**src/rtl/trap_unit.sv**
```systemverilog
// trap_unit: M-mode trap responder with trap CSRs, registered one-cycle redirect and 64-bit mcycle.
module trap_unit #(
    parameter logic [31:0] MTVEC_RESET = 32'h0000_0000,
    parameter logic [31:0] MEPC_MASK   = 32'hFFFF_FFFC
) (
    input  logic        clk,
    input  logic        rst,
    input  logic        trap_req_valid,
    input  logic        trap_req_mode,
    input  logic [31:0] trap_req_cause,
    input  logic [31:0] trap_req_pc,
    input  logic [31:0] trap_req_tval,
    input  logic [11:0] csr_addr,
    input  logic [1:0]  csr_op,
    input  logic [31:0] csr_wdata,
    output logic [31:0] csr_rdata,
    output logic        redirflag,
    output logic [31:0] redir_pc,
    output logic        mie_o
);
    typedef enum logic {IDLE, REDIR} state_t;
    state_t      state_q, state_d;
    logic        mie_q, mie_d, mpie_q, mpie_d;
    logic [31:0] mtvec_q, mtvec_d, mscratch_q, mscratch_d, mepc_q, mepc_d;
    logic [31:0] mcause_q, mcause_d, mtval_q, mtval_d, redir_pc_q, redir_pc_d;
    logic [63:0] mcycle_q, mcycle_d;
    logic        accept, wr;
    logic [31:0] wval;

    assign accept    = (state_q == IDLE) && trap_req_valid;
    assign wr        = (csr_op != 2'b00) && !accept;
    assign redirflag = (state_q == REDIR);
    assign redir_pc  = redir_pc_q;
    assign mie_o     = mie_q;

    always_comb begin
        case (csr_addr)
            12'h300: csr_rdata = {19'b0, 2'b11, 3'b0, mpie_q, 3'b0, mie_q, 3'b0};
            12'h305: csr_rdata = mtvec_q;
            12'h340: csr_rdata = mscratch_q;
            12'h341: csr_rdata = mepc_q;
            12'h342: csr_rdata = mcause_q;
            12'h343: csr_rdata = mtval_q;
            12'hB00: csr_rdata = mcycle_q[31:0];
            12'hB80: csr_rdata = mcycle_q[63:32];
            default: csr_rdata = 32'h0;
        endcase
    end

    assign wval = csr_op == 2'b01 ? csr_wdata :
                  csr_op == 2'b10 ? csr_rdata | csr_wdata : csr_rdata & ~csr_wdata;

    always_comb begin
        state_d    = accept ? REDIR : IDLE;
        mie_d      = mie_q;
        mpie_d     = mpie_q;
        mtvec_d    = mtvec_q;
        mscratch_d = mscratch_q;
        mepc_d     = mepc_q;
        mcause_d   = mcause_q;
        mtval_d    = mtval_q;
        redir_pc_d = redir_pc_q;
        mcycle_d   = mcycle_q + 64'd1;
        if (wr) begin
            case (csr_addr)
                12'h300: begin
                    mie_d  = wval[3];
                    mpie_d = wval[7];
                end
                12'h305: mtvec_d    = {wval[31:2], 2'b00};
                12'h340: mscratch_d = wval;
                12'h341: mepc_d     = wval & MEPC_MASK;
                12'h342: mcause_d   = wval;
                12'h343: mtval_d    = wval;
                12'hB00: mcycle_d   = {mcycle_q[63:32], wval};
                12'hB80: mcycle_d   = {wval, mcycle_q[31:0]};
                default: ;
            endcase
        end
        if (accept) begin
            if (!trap_req_mode) begin
                mepc_d     = trap_req_pc & MEPC_MASK;
                mcause_d   = trap_req_cause;
                mtval_d    = trap_req_tval;
                mpie_d     = mie_q;
                mie_d      = 1'b0;
                redir_pc_d = mtvec_q;
            end else begin
                mie_d      = mpie_q;
                mpie_d     = 1'b1;
                redir_pc_d = mepc_q;
            end
        end
    end

    always_ff @(posedge clk or posedge rst) begin
        if (rst) begin
            state_q    <= IDLE;
            mie_q      <= 1'b0;
            mpie_q     <= 1'b0;
            mtvec_q    <= MTVEC_RESET & ~32'h3;
            mscratch_q <= 32'h0;
            mepc_q     <= 32'h0;
            mcause_q   <= 32'h0;
            mtval_q    <= 32'h0;
            redir_pc_q <= 32'h0;
            mcycle_q   <= 64'h0;
        end else begin
            state_q    <= state_d;
            mie_q      <= mie_d;
            mpie_q     <= mpie_d;
            mtvec_q    <= mtvec_d;
            mscratch_q <= mscratch_d;
            mepc_q     <= mepc_d;
            mcause_q   <= mcause_d;
            mtval_q    <= mtval_d;
            redir_pc_q <= redir_pc_d;
            mcycle_q   <= mcycle_d;
        end
    end
endmodule

```
**config.mk**
```make
export PLATFORM = sky130hd
export DESIGN_NAME = trap_unit
export DESIGN_NICKNAME = d
export VERILOG_FILES = /design/src/rtl/trap_unit.sv
export SDC_FILE = /design/constraint.sdc
export NUM_CORES = 1
export LEC_CHECK = 0
export BUFFER_PORTS_ARGS = -buffer_cell sky130_fd_sc_hd__buf_2
export CORE_ASPECT_RATIO = 1.1
export CORE_MARGIN = 2
export CORE_UTILIZATION = 23
export CTS_CLUSTER_DIAMETER = 30
export DETAILED_ROUTE_END_ITERATION = 8
export HOLD_SLACK_MARGIN = 0.05
export PLACE_DENSITY = 0.4
export SYNTH_ARGS = -nofsm -noshare
export SYNTH_HDL_FRONTEND = slang
export SYNTH_SLANG_ARGS = --single-unit
```
**constraint.sdc**
```tcl
create_clock -name clk -period 7.9 [get_ports clk]
set_input_delay 0.79 -clock clk [delete_from_list [all_inputs] [get_ports clk]]
set_output_delay 0.79 -clock clk [all_outputs]
set_load 0.01 [all_outputs]
```
# Word-level counts from Yosys, hierarchy flattened
# Cells that the tools add are included.
# totals
word_cells	64
output_inout_bits	66
ff_bits	257
input_bits	146
# op_classes
add_sub_neg	1
eq_ne	12
muxes	27
reduce_logical	9
bitwise_logic	4
# ops
operator	n
$mux 32	15
$pmux 32 s8	1
$pmux 64 s2	1
$eq 12x10->1 const B	6
$add 64x1->64 const B	1
$mux 64	1
$and 32x32->32	1
$not 32->32	1
$or 32x32->32	1
$eq 12x12->1 const B	2
$mux 1	9
$reduce_and 2->1	3
$reduce_bool 2->1	3
$ne 2x2->1 const B	2
$eq 2x1->1 const B	1
$eq 2x2->1 const B	1
$logic_and 1x1->1	2
$logic_not 1->1	1
$not 1->1	1

# Longest topological paths before layout
# Gate-level depths: netlist of the first run.
# depth
word_depth	9
depth_mapped	10
depth_no_buf	7

# Worst setup path after synthesis of the first run
# OpenSTA, ideal clock, no wires.
# synth_path
path_kind	in2out
startpoint	input port csr_addr[7]
endpoint	output port csr_rdata[14]
path_slack_ps	4702
arrival_ps	2408
path_buffers	3
required_ps	7110
path_stages	6
path_cell_list	buf_2 -> buf_2 -> buf_1 -> mux2_2 -> a221oi_1 -> nand2_1
# synth_via
elab_chain_cells	2
elab_cells_between_ends	9
classes_between	8 x eq/ne; 1 x mux
# synth_rtl
element	line	rtl
from (decl)	13	input logic [11:0] csr_addr,
$eq 12x12->1 or $eq 12x10->1 (tied branches)	37	case (csr_addr)
$pmux 32 s8 (*)	37	
to (decl)	16	output logic [31:0] csr_rdata,
# Mark *: on every way between the ends. The rest lies on a longest branch, timed or not.

# Final worst setup path of the first run
# layout_path
startpoint	input port csr_addr[7]
endpoint	output port csr_rdata[10]
# The elaborated chain is that of the path after synthesis.

==> impl_metrics.py, run 1 <==
metrics = {
    "status": {
        "status": "completed",
    },
    "routing": {
        "drtIter0Drc": 1287,
        "via_count": 14770,
        "routed-wl-met3_um": 5166,
        "detail_route.wl_per_cell_um": 26.36,
        "wl_um": 72550,
        "dr.pass1.iters": 7,
        "drcViolationCount": 0,
        "top_layer": "met5",
        "met1_length_um": 31220,
        "drt-vias-per-instance": 5.368,
        "ant_nets": 0,
        "wl_met2_um": 33220,
    },
    "power": {
        "power_density_nw_per_um2": 263.2,
        "leakagePower_nw": 8.338,
        "peakVddDrop_uv": 149.8,
    },
    "layout": {
        "area_growth_syn_to_layout_pct": 29.31,
        "n_fill_cell": 6861,
        "final_nets": 1992,
        "multi_input_area_um2": 8039,
        "final_cell_mix": "dfrtp_1 (257), buf_2 (209), nand2_1 (192)",
        "seqCellArea_um2": 6431,
        "drive_gt1_frac": 0.2493,
        "layout_commonest_cell": "dfrtp_1",
    },
    "setup_path": {
        "reg2reg_depth": 7,
        "crit_path_start": "csr_addr[7]",
        "worstSetupPathType": "in2out",
        "end_kind": "primary output",
        "start_kind": "primary input",
        "arrival_ns": 4.21,
        "reg2reg_to": "mcycle_q[59]",
        "setup.worst_path.end": "csr_rdata[10]",
        "worstPathRequired_ns": 7.11,
        "r2r_slack_ns": 4.05,
        "cp_max_fo": 48,
        "r2r-start": "redirflag",
    },
    "global_routing": {
        "grt_usage": 0.2113,
        "antenna_found_initial": 7,
        "grt_overflow": 0,
        "grt_max_degree": 150,
        "grt_pass1_vias": 14560,
        "grt_pass1_wl_um": 103800,
    },
    "floorplanning": {
        "fp.dieW_um": 247.8,
        "io_pins": 212,
        "rows": 98,
        "die_area_um2": 67450,
        "initial_core_util": 0.2318,
        "coreArea_um2": 64860,
        "die_h_um": 272.2,
    },
    "clock_tree": {
        "cts.repair.resized": 0,
        "ctsHtreeMaxLevel": 3,
        "cts_tree": "done",
        "root_buffer": "clkbuf_16",
        "clk_pin_slew_ns": 0.04,
        "clk_latency_ns": 0.61,
        "cts_setup_buffers": 0,
        "postCtsHoldBufs": 0,
        "cts-buffers-inserted": 71,
        "clk_path_buf_depth": 3,
        "cts.sink_count": 257,
    },
    "sta": {
        "fin_crit_ns": 5.001,
        "whs_ns": 0.3558,
        "fin_ws_ns": 2.899,
        "fmax_mhz": 200.0,
        "finalMaxSlewViolations": 0,
        "post-route-period-util": 0.6330,
        "worst_slew_pin_slew_ns": 1.369,
        "rsz0062_at_grt": "no",
        "setup_viol": 0,
        "hold_violations": 0,
        "fin_setup_tns_ns": 0,
        "finalClockSkew_ns": 0.02373,
        "slew_headroom": 0.07770,
    },
    "run": {
        "drv_cap": 0,
    },
    "synth": {
        "avgSynthCellArea_um2": 9.164,
        "ys.flop_type": "dfrtp_1",
        "synth-edff-count": 0,
        "synthAdderAreaFrac": 0.0008320,
        "netlist_instances": 1641,
        "synth_top_family_by_area": "compound AO/OA/AOI/OAI gates",
        "synth-warning-count": 0,
        "syn-cell-area_um2": 15040,
        "synthMuxAreaShare": 0.07355,
        "ys_types": 88,
        "mappedNetlistNets": 1788,
        "synth_xor_area_frac": 0.02155,
        "yosys.area_share.simple": 0.1850,
        "synth_seq_cells": 257,
        "yosysSeqAreaShare": 0.4277,
        "async_flop_share": 1.000,
        "synth_compound_area_frac": 0.2500,
    },
    "placed_design": {
        "dpl.hpwl_um": 52090,
        "place_congestion": 0.8783,
        "post-place-ws_ns": 2.935,
        "port_buffers": 209,
    },
    "hold_path": {
        "hp-class": "in2async",
    },
}
## layer usage
metal,GRT usage,vias up
met3,0.04552,133
met2,0.3280,644
met1,0.2798,7343
li1,-,6646
met5,0,-
met4,0.09612,8
## cell usage after synthesis, drive strengths merged, types with 39 or more instances
cell	number	area, um2
nand2	194	735.7
and3	40	250.2
mux2	40	450.4
buf	50	294.0
nand3	39	200.2
clkbuf	71	267.8
nor2	76	290.3
a22oi	95	713.2
o21ai	218	1110
mux2i	61	610.6
dfrtp	257	6431
a21oi	112	586.8
## state kept, by name, indices dropped and copies added (netlist names)
register	count
mepc_q	32
mscratch_q	32
mpie_q	1
mie_o	1
redirflag	1
redir_pc	32
mtval_q	32
mcycle_q	64
mcause_q	32
mtvec_q	30
## metrics by stage
stage	cell area [um2]	total power, W	util	instances
2_1_floorplan	15040	0.001900	-	1641
3_3_place_gp	16980	0.002173	0.2618	2622
3_5_place_dp	16980	0.002183	0.2618	2622
4_1_cts	19440	0.005160	0.2998	2751
5_1_grt	19440	0.005313	0.2998	2751
6_report	19450	0.005119	0.2998	2752
## report_power, final
group | switching, W | leakage, nW | internal [W]
registers | 0.000124 | 3.20 | 0.00145
logic | 0.000365 | 3.93 | 0.000224
clock network | 0.000910 | 1.21 | 0.00204
total | 0.00140 | 8.34 | 0.00372
## critical path: stages
cell and delay [ns]:
buf_2 0.11, buf_4 0.34, or4_1 0.93, nor4_4 0.97, buf_4 0.39, a222oi_1 0.10
o21ai_0 0.30, buf_2 0.25
## worst min-delay path by stage
stage	startpoint	to	slack (ns)	cells past startpoint
floorplan	mscratch_q[11]	mscratch_q[11]	0.44	2
global placement	redir_pc[0]	redir_pc[0]	0.46	2
detailed placement	redir_pc[0]	redir_pc[0]	0.45	2
CTS	rst	redir_pc[27]	0.38	2
global route	trap_req_tval[18]	mtval_q[18]	0.42	2
finish	rst	redir_pc[27]	0.36	2
## layout make-up
| class | count | share of cell area |
|---|---|---|
| well taps | 850 | 0.05469 |
| multi-input cells | 1247 | 0.4134 |
| clock buffers | 97 | 0.1058 |
| flip-flops and latches | 257 | 0.3307 |
| clock inverters | 32 | 0.02078 |
| diodes | 1 | 0.0001287 |
| repair buffers | 252 | 0.07103 |
| inverters | 16 | 0.003474 |
## cell families (layout without fill, tap and decap cells)
kind of cell,count (synthesis),count (layout)
adders and majority gates,1,1
other,0,1
AOI/OAI and AO/OA,578,578
buffers and inverters,137,397
xor gates and xnor gates,37,37
muxes,103,103
and+or+nand+nor,528,528
DFF,257,257
No activity file was read; power rests on OpenSTA's default activity.
==> run 2, diff against run 1 <==
--- a/config.mk
+++ b/config.mk
@@ -5,6 +5,7 @@
 export SDC_FILE = /design/constraint.sdc
 export NUM_CORES = 1
 export LEC_CHECK = 0
+export ABC_AREA = 1
 export BUFFER_PORTS_ARGS = -buffer_cell sky130_fd_sc_hd__buf_2
 export CORE_ASPECT_RATIO = 1.1
 export CORE_MARGIN = 2
@@ -12,7 +13,7 @@
 export CTS_CLUSTER_DIAMETER = 30
 export DETAILED_ROUTE_END_ITERATION = 8
 export HOLD_SLACK_MARGIN = 0.05
-export PLACE_DENSITY = 0.4
+export PLACE_DENSITY = 0.39
 export SYNTH_ARGS = -nofsm -noshare
 export SYNTH_HDL_FRONTEND = slang
 export SYNTH_SLANG_ARGS = --single-unit
==> constraint.sdc (replaced) <==
create_clock -name clk -period 5.1 [get_ports clk]
set_input_delay 0.51 -clock clk [delete_from_list [all_inputs] [get_ports clk]]
set_output_delay 0.51 -clock clk [all_outputs]
set_load 0.01 [all_outputs]
==> run 2 against run 1 <==
Flip-flop and latch count unchanged. Clock skew about the same. Global-route usage increased by 3.0 points. Critical path type unchanged. First-iteration DRC count increased by 35%. Critical path depth increased by 4. Routed wire length increased by 24%.
==> impl_metrics.py, run 2 <==
metrics = {
    "global_routing": {
        "grt_overflow": 0,
        "grt_pass1_vias": 18540,
        "grt_max_degree": 144,
        "grt_most_used_layer": "met2",
        "grt_usage": 0.2409,
        "grtUsageMet2": 0.3936,
        "antenna_found_initial": 1,
        "grt_pass1_wl_um": 130800,
        "use_met3": 0.03899,
        "use_met1": 0.3226,
    },
    "layout": {
        "layout_commonest_cell": "nand2_1",
        "drive_gt1_frac": 0.1690,
        "final_cell_mix": "nand2_1 (719), nor2_1 (323), dfrtp_1 (257)",
        "final_nets": 2822,
        "top_register": "mcycle_q",
        "area_growth_syn_to_layout_pct": 29.29,
        "largest_reg_flops": 64,
    },
    "clock_tree": {
        "cts-buffers-inserted": 82,
        "clk_path_buf_depth": 3,
        "cts.sink_count": 257,
        "cts.repair.resized": 0,
        "clk_pin_slew_ns": 0.04,
        "clk_latency_ns": 0.61,
        "ctsHtreeMaxLevel": 3,
        "root_buffer": "clkbuf_16",
        "postCtsHoldBufs": 0,
        "cts_tree": "done",
        "cts_setup_buffers": 0,
    },
    "sta": {
        "fin_ws_ns": 1.369,
        "fin_crit_ns": 3.731,
        "fmax_mhz": 268.0,
        "fin_setup_tns_ns": 0,
        "hold_violations": 0,
        "slew_headroom": 0.2462,
        "post-route-period-util": 0.7316,
        "worst_slew_pin_slew_ns": 1.130,
        "rsz0062_at_grt": "no",
        "finalClockSkew_ns": 0.02324,
        "setup_viol": 0,
        "finalMaxSlewViolations": 0,
    },
    "synth": {
        "ys_types": 41,
        "syn-cell-area_um2": 16560,
        "mappedNetlistNets": 2622,
        "async_flop_share": 1.000,
        "synth-warning-count": 0,
        "yosysTopAreaCell": "dfrtp_1",
        "synth_top_area_frac": 0.3883,
        "netlist_instances": 2475,
        "synth_common_cells": "nand2_1 (719), nor2_1 (329), dfrtp_1 (257)",
        "ys.flop_type": "dfrtp_1",
        "avgSynthCellArea_um2": 6.692,
        "synth-edff-count": 0,
        "yosysMostFrequentCell": "nand2_1",
        "yosysSeqAreaShare": 0.3883,
        "synthTopCellsByArea": "dfrtp_1 (39%), nand2_1 (16%), nor2_1 (7.5%)",
        "synth_seq_cells": 257,
    },
    "routing": {
        "drtIter0Drc": 1737,
        "detail_route.wl_per_cell_um": 24.36,
        "dr.pass1.iters": 5,
        "wl_um": 89760,
        "drcViolationCount": 0,
        "via_count": 18550,
        "drt-vias-per-instance": 5.034,
        "ant_nets": 0,
    },
    "status": {
        "status": "completed",
    },
    "setup_path": {
        "path_cells": "buf_2, nand2_1, inv_2, nand2_2, nor2_8, nand2_2, inv_2, nand2_1, o21ai_0, a31oi_1, o2111ai_1, buf_2",
        "worstSetupPathType": "in2out",
        "critPathBufInv": 4,
        "max_stage_delay_ns": 0.57,
        "arrival_ns": 3.22,
        "crit_family": "buffers and inverters",
        "crit_cells": 12,
        "end_kind": "primary output",
        "reg2reg_depth": 6,
        "start_kind": "primary input",
        "crit_slowest_cell": "inv_2",
        "worstPathRequired_ns": 4.59,
        "cp_max_fo": 26,
    },
    "floorplanning": {
        "initial_core_util": 0.2316,
        "rows": 103,
        "die_h_um": 285.5,
        "io_pins": 212,
        "die_area_um2": 74180,
        "coreArea_um2": 71520,
        "fp.dieW_um": 259.9,
    },
    "power": {
        "power_density_nw_per_um2": 394.6,
        "finalPower_w": 0.008450,
        "p_switching_w": 0.002303,
        "power.internal_w": 0.006147,
        "combPwrFrac": 0.100,
        "peakVddDrop_uv": 220.9,
        "swShare": 0.2725,
        "p_seq_frac": 0.292,
        "leakagePower_nw": 9.995,
        "clock_power_share": 0.607,
    },
    "placed_design": {
        "place_congestion": 0.9449,
        "post-place-ws_ns": 1.397,
        "dpl.hpwl_um": 65160,
        "port_buffers": 209,
    },
    "run": {
        "drv_cap": 0,
    },
    "hold_path": {
        "hp-class": "in2async",
    },
}
## run 2: cell count changes after synthesis, moves of 61 or more
cell     change
inv_1      +170
a21oi_1    +106
nand4_1     +93
a22oi_1     -83
nand3_1    +122
nand2_1    +526
mux2i_1     -61
o21ai_0     -82
nor2_1     +255
## run 2: metrics by stage
step	area [um2]	util	hold slack, ns	std cells
4_1_cts	21410	0.2994	0.1199	3684
6_report	21420	0.2994	0.1029	3685
2_1_floorplan	16570	-	0.4716	2475
3_3_place_gp	18600	0.2600	0.4899	3536
3_5_place_dp	18600	0.2600	0.4902	3536
5_1_grt	21410	0.2994	0.1415	3684
## run 2: final timing paths
| check | start | endpoint | slack [ns] |
|---|---|---|---|
| worst min-delay path | rst | mcycle_q[59] | 0.10 |
| max in group asynchronous | rst | redir_pc[16] | 3.62 |
| min in group clk | trap_req_cause[1] | mcause_q[1] | 0.15 |
| worst max register to register | redirflag | redir_pc[0] | 1.99 |
| worst max-delay path | csr_addr[9] | csr_rdata[0] | 1.37 |
| worst min register to register | mscratch_q[8] | mscratch_q[8] | 0.51 |
## run 2: power by group through the flow
stage | registers (W) | logic (W) | clock network (W)
5_1_grt | 0.00250 | 0.000933 | 0.00532
2_1_floorplan | 0.00243 | 0.000479 | 0
3_5_place_dp | 0.00249 | 0.000848 | 0
4_1_cts | 0.00247 | 0.000853 | 0.00519
6_report | 0.00247 | 0.000848 | 0.00513
3_3_place_gp | 0.00249 | 0.000840 | 0
## run 2: metal layers
layer  routed length, um  vias to the layer above
li1                    -                     8596
met1               39300                     9071
met2               42350                      757
met3                5474                      125
met4                2631                        0
met5                   0                        -
## run 2: cell families after synthesis
logic type / synth area share
buffers and inverters: 0.08302
flip-flops: 0.3883
AO/OA/AOI/OAI: 0.1378
XOR/XNOR: 0.01745
AND/OR/NAND/NOR: 0.3727
adder cells (fa/ha/maj): 0.0007553
## run 2: layout make-up
class	instances	area (um2)
Multi-Input combinational cell	1883	8826
Clock inverter	31	356.6
Inverter	199	753.2
Clock buffer	117	2457
Fill cell	7895	50110
Tap cell	945	1182
Antenna cell	1	2.502
Timing Repair Buffer	252	1406
Sequential cell	257	6431
